==> config.mk <==
export PLATFORM = sky130hd
export DESIGN_NAME = store_alignment_unit
export DESIGN_NICKNAME = d
export VERILOG_FILES = /design/src/rtl/store_alignment_unit.sv
export SDC_FILE = /design/constraint.sdc
export NUM_CORES = 1
export LEC_CHECK = 0
export ABC_AREA = 1
export BUFFER_PORTS_ARGS = -buffer_cell sky130_fd_sc_hd__buf_4
export CORE_AREA = 5 5 97 99
export CTS_CLUSTER_SIZE = 30
export DETAILED_ROUTE_END_ITERATION = 10
export DIE_AREA = 0 0 102 104
export PLACE_DENSITY = 0.81
export SLEW_MARGIN = 15
export SYNTH_ARGS = -nofsm -noshare
export SYNTH_HDL_FRONTEND = slang
export SYNTH_SLANG_ARGS = --single-unit
==> constraint.sdc <==
create_clock -name clk -period 1.5 [get_ports clk]
set_input_delay 0.15 -clock clk [delete_from_list [all_inputs] [get_ports clk]]
set_output_delay 0.15 -clock clk [all_outputs]
set_load 0.03 [all_outputs]
==> src/rtl/store_alignment_unit.sv <==
// store_alignment_unit
// Write-side store aligner between the core store path and the data memory port.
// It takes one SB/SH/SW request with a byte address and right-justified data.
// It emits word-aligned write beats with lane-shifted data and byte strobes.
// Optional build macro: MISALIGNED_STORE_SPLIT_EN
//   defined   : a store that crosses a word boundary is split into two beats.
//   undefined : a store that crosses a word boundary is rejected with an err pulse.
module store_alignment_unit #(
  parameter int unsigned ADDR_WIDTH = 32
) (
  input  logic                  clk,
  input  logic                  resetn,
  input  logic                  req_valid,
  output logic                  req_ready,
  input  logic [ADDR_WIDTH-1:0] req_addr,
  input  logic [1:0]            STOREop,
  input  logic [31:0]           req_wdata,
  output logic                  mem_valid,
  input  logic                  mem_ready,
  output logic [ADDR_WIDTH-1:0] mem_addr,
  output logic [31:0]           mem_wdata,
  output logic [3:0]            mem_wstrb,
  output logic                  done,
  output logic                  err
);

`ifdef MISALIGNED_STORE_SPLIT_EN
  typedef enum logic [1:0] {S_IDLE, S_BEAT0, S_BEAT1} state_t;
`else
  typedef enum logic [1:0] {S_IDLE, S_BEAT0} state_t;
`endif

  state_t                r_state;
  logic                  r_req_ready;
  logic                  r_mem_valid;
  logic [ADDR_WIDTH-1:0] r_mem_addr;
  logic [31:0]           r_mem_wdata;
  logic [3:0]            r_mem_wstrb;
  logic                  r_done;
  logic                  r_err;

`ifdef MISALIGNED_STORE_SPLIT_EN
  logic                  r_split;
  logic [31:0]           r_hi_wdata;
  logic [3:0]            r_hi_wstrb;
  logic [63:0]           w_data_sh;
`endif

  logic [3:0]            w_mask;
  logic [31:0]           w_data_masked;
  logic [1:0]            w_off;
  logic [7:0]            w_strb_sh;
  logic [31:0]           w_lo_wdata;
  logic                  w_misaligned;
  logic                  w_illegal;
  logic                  w_reject;
  logic                  w_accept;
  logic [ADDR_WIDTH-1:0] w_beat0_addr;

  // Byte-size mask from the store type; illegal op enables no lanes
  always_comb begin
    w_mask = 4'b0000;
    case (STOREop)
      2'b00:   w_mask = 4'b0001;
      2'b01:   w_mask = 4'b0011;
      2'b10:   w_mask = 4'b1111;
      default: w_mask = 4'b0000;
    endcase
  end

  // Zero every data byte outside the store size before lane shifting
  always_comb begin
    w_data_masked = '0;
    for (int unsigned i = 0; i < 4; i++) begin
      w_data_masked[8*i +: 8] = w_mask[i] ? req_wdata[8*i +: 8] : 8'h00;
    end
  end

  assign w_off     = req_addr[1:0];
  assign w_strb_sh = {4'b0000, w_mask} << w_off;

`ifdef MISALIGNED_STORE_SPLIT_EN
  assign w_data_sh  = {32'h0, w_data_masked} << {w_off, 3'b000};
  assign w_lo_wdata = w_data_sh[31:0];
`else
  // Only the low word is ever driven, so a 32-bit shift suffices here
  assign w_lo_wdata = w_data_masked << {w_off, 3'b000};
`endif

  assign w_misaligned = |w_strb_sh[7:4];
  assign w_illegal    = (STOREop == 2'b11);
`ifdef MISALIGNED_STORE_SPLIT_EN
  assign w_reject     = w_illegal;
`else
  assign w_reject     = w_illegal | w_misaligned;
`endif
  assign w_accept     = req_valid & r_req_ready;
  assign w_beat0_addr = {req_addr[ADDR_WIDTH-1:2], 2'b00};

  // Control FSM with registered handshake, beat and status outputs
  always_ff @(posedge clk or negedge resetn) begin
    if (!resetn) begin
      r_state     <= S_IDLE;
      r_req_ready <= 1'b1;
      r_mem_valid <= 1'b0;
      r_mem_addr  <= '0;
      r_mem_wdata <= '0;
      r_mem_wstrb <= '0;
      r_done      <= 1'b0;
      r_err       <= 1'b0;
`ifdef MISALIGNED_STORE_SPLIT_EN
      r_split     <= 1'b0;
      r_hi_wdata  <= '0;
      r_hi_wstrb  <= '0;
`endif
    end else begin
      r_done <= 1'b0;
      r_err  <= 1'b0;
      case (r_state)
        S_IDLE: begin
          if (w_accept) begin
            if (w_reject) begin
              r_err <= 1'b1;
            end else begin
              r_state     <= S_BEAT0;
              r_req_ready <= 1'b0;
              r_mem_valid <= 1'b1;
              r_mem_addr  <= w_beat0_addr;
              r_mem_wdata <= w_lo_wdata;
              r_mem_wstrb <= w_strb_sh[3:0];
`ifdef MISALIGNED_STORE_SPLIT_EN
              r_split     <= w_misaligned;
              r_hi_wdata  <= w_data_sh[63:32];
              r_hi_wstrb  <= w_strb_sh[7:4];
`endif
            end
          end
        end
        S_BEAT0: begin
          if (mem_ready) begin
`ifdef MISALIGNED_STORE_SPLIT_EN
            if (r_split) begin
              r_state     <= S_BEAT1;
              r_mem_addr  <= r_mem_addr + ADDR_WIDTH'(4);
              r_mem_wdata <= r_hi_wdata;
              r_mem_wstrb <= r_hi_wstrb;
            end else begin
              r_state     <= S_IDLE;
              r_req_ready <= 1'b1;
              r_mem_valid <= 1'b0;
              r_mem_addr  <= '0;
              r_mem_wdata <= '0;
              r_mem_wstrb <= '0;
              r_done      <= 1'b1;
            end
`else
            r_state     <= S_IDLE;
            r_req_ready <= 1'b1;
            r_mem_valid <= 1'b0;
            r_mem_addr  <= '0;
            r_mem_wdata <= '0;
            r_mem_wstrb <= '0;
            r_done      <= 1'b1;
`endif
          end
        end
`ifdef MISALIGNED_STORE_SPLIT_EN
        S_BEAT1: begin
          if (mem_ready) begin
            r_state     <= S_IDLE;
            r_req_ready <= 1'b1;
            r_mem_valid <= 1'b0;
            r_mem_addr  <= '0;
            r_mem_wdata <= '0;
            r_mem_wstrb <= '0;
            r_split     <= 1'b0;
            r_done      <= 1'b1;
          end
        end
`endif
        default: begin
          r_state     <= S_IDLE;
          r_req_ready <= 1'b1;
          r_mem_valid <= 1'b0;
        end
      endcase
    end
  end

  assign req_ready = r_req_ready;
  assign mem_valid = r_mem_valid;
  assign mem_addr  = r_mem_addr;
  assign mem_wdata = r_mem_wdata;
  assign mem_wstrb = r_mem_wstrb;
  assign done      = r_done;
  assign err       = r_err;

endmodule

==> results of run 1 <==
## per-stage QoR
| stage | utilization [%] | cells | setup TNS [ns] | cell area [um2] |
|---|---|---|---|---|
| floorplan | - | 496 | -0.179 | 3640 |
| global placement | 57.5 | 733 | -1.87 | 4860 |
| detailed placement | 57.5 | 733 | -3.47 | 4860 |
| CTS | 61.0 | 755 | 0 | 5160 |
| global route | 61.9 | 760 | -0.0673 | 5240 |
| finish | 61.9 | 760 | 0 | 5240 |
## repair_timing
action | in CTS | in global routing
cloned | 0 | 1
pin swaps | 0 | 1
endpoints found under the hold margin | 74 | 4
setup endpoints to repair | 24 | 56
hold buffers | 6 | 4
gates resized for setup | 1 | 3
## where the power goes
part           internal [mW]  leakage (nW)  total [mW]  switching, mW
sequential              2.64         0.923        3.06          0.424
combinational           1.69          1.96        4.60           2.91
clock                  0.993         0.110        1.74          0.743
total                   5.32          2.99        9.40           4.08
## cells in the mapped netlist
library cell	n	area (um2)
dfstp_2	1	26.3
ha_1	4	50.1
inv_2	2	7.51
nor3_1	1	5.00
inv_4	1	6.26
nand2_2	1	6.26
buf_1	4	15.0
o21ai_0	3	15.0
buf_4	9	67.6
a21oi_1	17	85.1
clkbuf_1	7	26.3
nor2_4	1	11.3
nand2_1	239	897
clkinv_1	1	3.75
o21ai_1	1	5.00
nand3_1	90	450
nand3_4	1	17.5
dfrtp_1	69	1730
nor2_8	1	20.0
nor2_1	19	71.3
conb_1	1	3.75
buf_6	2	22.5
buf_2	11	55.1
inv_1	9	33.8
## registers in the layout, indices dropped and copies added, names as in the netlist
| signal | count |
|---|---|
| mem_wdata | 32 |
| mem_wstrb | 4 |
| mem_valid | 1 |
| mem_addr | 30 |
| err | 1 |
| done | 1 |
| req_ready | 1 |
## per-layer routing
metal  global-route usage, %  part of all wire, %  vias up
met5                       0                    0        -
met3                    5.37                  7.0        8
met2                    32.2                   46      129
met1                    30.4                   46     1650
met4                    4.22                 0.96        0
li1                        -                    -     1870
## worst max-delay path, cell delays in order, from the launching register on
cell       delay (ns)
dfstp_2          0.55
nand2_1          0.09
nor2_4           0.14
nand3_4          0.15
inv_4            0.13
clkbuf_16        0.18
nand2_1          0.06
nand2_1          0.07
## cell type report
| type | instances | area (um2) | area share [%] |
|---|---|---|---|
| multi-input combinational | 380 | 1660 | 31.6 |
| tap | 108 | 135 | 2.58 |
| timing repair buffer | 173 | 1410 | 26.9 |
| sequential | 70 | 1750 | 33.5 |
| inverter | 13 | 53.8 | 1.03 |
| clock buffer | 10 | 138 | 2.63 |
| clock inverter | 6 | 92.6 | 1.77 |
## logic make-up after synthesis
group | Yosys count | synth area share (%)
other | 1 | 0.103
AOI/OAI and AO/OA | 21 | 2.90
and+or+nand+nor | 353 | 40.8
adders and majority gates | 4 | 1.38
buffers and inverters | 46 | 6.55
DFF | 70 | 48.3
## how the worst min path moves through the flow
stage                  from           end  depth (start not counted)  slack [ns]
2_1_floorplan        resetn          done                          0       -0.15
3_3_place_gp         resetn   mem_addr[3]                          1      -0.008
3_5_place_dp         resetn   mem_addr[3]                          1      -0.005
4_1_cts        req_addr[28]  mem_addr[28]                          3      0.0009
5_1_grt        req_addr[18]  mem_addr[18]                          3       0.001
6_report       req_addr[28]  mem_addr[28]                          3        0.02
==> out/qor.yml, run 1 <==
yosys:
  seq_area_frac_synth_pct: 48.3
  avgSynthCellArea_um2: 7.33
  ys_ff_latch: 70
  ys_warn_count: 0
  netlist_instances: 495
  syn_area_um2: 3630
  synth.distinct_cells: 24
place:
  port_buffers: 139
  place_congestion: 0.884
  hpwl_um: 8490
  post-place-ws_ns: -0.143
setup_path:
  endpoint: "mem_addr[26]"
  regToRegSetupSlack_ns: 0.07
  required_ns: 1.78
  r2r_end: "mem_addr[26]"
  endpoint_kind: "register"
  ff2ff_path_depth: 7
  criticalPathCategory: "reg2reg"
  arrival_ns: 1.71
  critPathLaunchType: "register"
  critPathLaunch: "req_ready"
  crit_fanout: 16
  reg2reg_from: "req_ready"
floorplan:
  die_y_um: 104
  dieArea_um2: 10600
  core_region_area_um2: 8470
  die_w_um: 102
  pin_count: 142
  initial_utilization_pct: 42.9
  rows: 34
clock_network:
  numCtsBuffers: 9
  htree_levels: 3
  clk_latency_ns: 0.34
  cts_setup_buffers: 0
  cts_num_sinks: 70
  clk_path_buf_depth: 2
  cts_tree: "built"
  cts_root_buf: "clkbuf_8"
  clk_pin_slew_ns: 0.08
timing:
  fin_skew_ns: 0.0111
  period_share_pct: 95.4
  layout_min_cycle_time_ns: 1.43
  setup_violations: 0
  slew_viol_final: 0
  holdWs_ns: 0.0158
  finalHoldViolCount: 0
  rsz0062_at_grt: "yes"
  max_freq_mhz: 699
  setup_ws_ns: 0.0696
worst_hold_path:
  hold_path_class: "in2reg"
run_status:
  status: "completed"
routing:
  wl_um: 11100
  num_vias: 3657
  viasPerCell: 4.81
  drt-wirelength-per-cell_um: 14.6
  drc: 0
  firstDrtPassIters: 4
  drt_iter0_markers: 233
  route.antenna.remaining_nets: 0
grt:
  antenna_found_initial: 0
  grt_max_degree: 39
  grt_overflow: 0
  first_global_vias: 3598
  gr-usage-all-layers_pct: 21.1
  grt_pass1_wl_um: 18100
final_layout:
  antennaDiodeCount: 0
  area_growth_pct: 44.3
  fin_nets: 721
  final_common_cell: "nand2_1"
  final_cell_mix: "nand2_1, buf_4, nand3_1"
  fillers: 780
  drive_gt1_share_pct: 29.0
power:
  cellLeakagePower_nw: 2.99
  total_power_mw: 9.40
  peakVddDrop_mv: 0.631
  powerDensity_nw_per_um2: 1790
job:
  timing.max_cap.violations: 0
Power figures use the tool's default switching activity.
==> run 2: changes to the inputs <==
--- a/config.mk
+++ b/config.mk
@@ -7,11 +7,12 @@
 export LEC_CHECK = 0
 export ABC_AREA = 1
 export BUFFER_PORTS_ARGS = -buffer_cell sky130_fd_sc_hd__buf_4
-export CORE_AREA = 5 5 97 99
+export CORE_AREA = 5 5 89 91
 export CTS_CLUSTER_SIZE = 30
 export DETAILED_ROUTE_END_ITERATION = 10
-export DIE_AREA = 0 0 102 104
-export PLACE_DENSITY = 0.81
+export DIE_AREA = 0 0 94 96
+export MAX_ROUTING_LAYER = met4
+export PLACE_DENSITY = 0.91
 export SLEW_MARGIN = 15
 export SYNTH_ARGS = -nofsm -noshare
 export SYNTH_HDL_FRONTEND = slang
==> constraint.sdc (replaced) <==
create_clock -name clk -period 1.8 [get_ports clk]
set_input_delay 0.18 -clock clk [delete_from_list [all_inputs] [get_ports clk]]
set_output_delay 0.18 -clock clk [all_outputs]
set_load 0.03 [all_outputs]
==> run 2 against run 1 <==
Compared with the run above:
- non-clock buffer count down 17
- count of clock-buffer cells in the layout unchanged
- sequential share of layout area increased by 1.7 points
- largest power group unchanged
- total power down 18%
- wire length grew 3.0%
- critical path depth is 1 lower
- sequential cell count did not move
==> out/qor.yml, run 2 (synthesis gave the netlist of run 1 again) <==
run_status:
  status: "completed"  # unchanged
clock_network:
  cts_num_sinks: 70  # unchanged
  htree_levels: 3  # unchanged
  cts_root_buf: "clkbuf_8"  # unchanged
  clk_path_buf_depth: 2  # unchanged
  clk_pin_slew_ns: 0.08  # about the same
  numCtsBuffers: 9  # unchanged
  cts_tree: "built"  # unchanged
  cts_setup_buffers: 0  # unchanged
  clk_latency_ns: 0.34  # about the same
timing:
  setup_ws_ns: 0.159  # was 0.0696 ns
  period_share_pct: 91.1  # was 95.4%
  fin_skew_ns: 0.00788  # was 0.0111 ns
  setup_violations: 0  # unchanged
  layout_min_cycle_time_ns: 1.64  # was 1.43 ns
  relSlewSlack_pct: 65.8
  worstMarginPinSlew_ns: 0.513
  finalHoldViolCount: 0  # unchanged
  slew_viol_final: 0  # unchanged
  rsz0062_at_grt: "no"  # was yes
  max_freq_mhz: 610  # was 699 MHz
floorplan:
  die_w_um: 94  # was 102 um
  dieArea_um2: 9020  # was 10600 um2
  core_region_area_um2: 7060  # was 8470 um2
  die_y_um: 96  # was 104 um
  rows: 31  # was 34
  pin_count: 142  # unchanged
  initial_utilization_pct: 51.4  # was 42.9%
grt:
  first_global_vias: 3767  # was 3598
  grt_max_degree: 48  # was 39
  antenna_found_initial: 0  # unchanged
  gr-usage-all-layers_pct: 26.3  # was 21.1%
  grt_overflow: 0  # unchanged
  grt_pass1_wl_um: 18000  # was 18100 um
place:
  hpwl_um: 8500  # was 8490 um
  dp_cells: 717  # was 733
  port_buffers: 139  # unchanged
  post-place-ws_ns: -0.109  # was -0.143 ns
  place_congestion: 0.952  # was 0.884
worst_hold_path:
  hold_path_class: "in2reg"  # unchanged
  hold_path_startpoint: "mem_ready"  # was req_addr[28]
  hold_end: "mem_valid"  # was mem_addr[28]
  whs_path_depth: 2  # was 3
setup_path:
  reg2reg_from: "req_ready"  # unchanged
  criticalPathCategory: "reg2reg"  # unchanged
  crit_fanout: 42  # was 16
  required_ns: 2.08  # was 1.78 ns
  arrival_ns: 1.92  # was 1.71 ns
  r2r_end: "mem_addr[30]"  # was mem_addr[26]
  endpoint_kind: "register"  # unchanged
  critPathLaunchType: "register"  # unchanged
  ff2ff_path_depth: 6  # was 7
  regToRegSetupSlack_ns: 0.16  # was 0.07 ns
final_layout:
  largest_reg_flops: 32  # unchanged
  final_cells: 733  # was 760
  final_common_cell: "nand2_1"  # unchanged
  final_cell_mix: "nand2_1, buf_4, nand3_1"  # unchanged
  area_growth_pct: 37.3  # was 44.3%
  fin_nets: 704  # was 721
  drive_gt1_share_pct: 28.2  # was 29.0%
  antennaDiodeCount: 0  # unchanged
routing:
  drc: 0  # unchanged
  num_vias: 3810  # was 3657
  viasPerCell: 5.20  # was 4.81
  drt_iter0_markers: 234  # was 233
  wl_um: 11500  # was 11100 um
  drt-wirelength-per-cell_um: 15.6  # was 14.6 um
  route.antenna.remaining_nets: 0  # unchanged
  firstDrtPassIters: 5  # was 4
power:
  peakVddDrop_mv: 0.577  # was 0.631 mV
  powerDensity_nw_per_um2: 1550  # was 1790 nW/um2
  cellLeakagePower_nw: 2.89  # was 2.99 nW
job:
  timing.max_cap.violations: 0  # unchanged
run 2: worst max-delay path: stages (launching register included):
cell and delay [ns]:
dfstp_2 0.54, nand2_1 0.05, nor2_1 0.23, nand3_4 0.16, inv_4 0.35, nand2_1 0.14
nand2_1 0.11
run 2: final cells by class:
| type | count | area, um2 |
|---|---|---|
| multi-input combinational | 380 | 1640 |
| inverter | 13 | 53.8 |
| clock buffer | 10 | 138 |
| timing repair buffer | 156 | 1190 |
| clock inverter | 5 | 82.6 |
| fill | 578 | 2080 |
| tap | 99 | 124 |
| sequential | 70 | 1750 |
run 2: worst max-delay path by stage:
stage / startpoint / end / slack [ns]
after floorplan: req_ready / mem_addr[20] / 0.28
after global placement: STOREop[0] / mem_addr[7] / 0.01
after detailed placement: STOREop[0] / mem_addr[30] / -0.11
after CTS: req_ready / mem_addr[30] / 0.16
after global routing: req_ready / mem_wdata[24] / 0.08
final: req_ready / mem_addr[30] / 0.16
run 2: stage by stage:
step | power, mW | util [%] | instance area [um2] | TNS, ns | hold WS, ns
floorplan | 4.80 | - | 3630 | 0 | -0.116
global placement | 6.21 | 67.3 | 4750 | 0 | 0.185
detailed placement | 6.34 | 67.3 | 4750 | -2.42 | 0.190
CTS | 7.77 | 70.6 | 4980 | 0 | 0.0139
global route | 8.14 | 70.6 | 4980 | 0 | 0.00867
finish | 7.72 | 70.6 | 4980 | 0 | 0.0200
run 2: report_power, final:
part | switching, mW | internal (mW) | total (mW)
Combinational | 2.42 | 1.31 | 3.73
Sequential | 0.375 | 2.20 | 2.57
Clock | 0.598 | 0.815 | 1.41
Total | 3.39 | 4.32 | 7.72
run 2: layer usage:
layer | part of all wire (%) | routed length (um) | track usage [%]
met1 | 41 | 4750 | 33.4
met2 | 48 | 5460 | 42.4
met3 | 8.1 | 923 | 4.38
met4 | 2.9 | 329 | 9.99
met5 | 0 | 0 | -
run 2: what timing repair did:
action / in CTS / in global routing
endpoints found under the setup margin: 16 / 0
gates resized for setup: 1 / 0
hold buffers: 1 / 0
hold endpoints to repair: 39 / 0
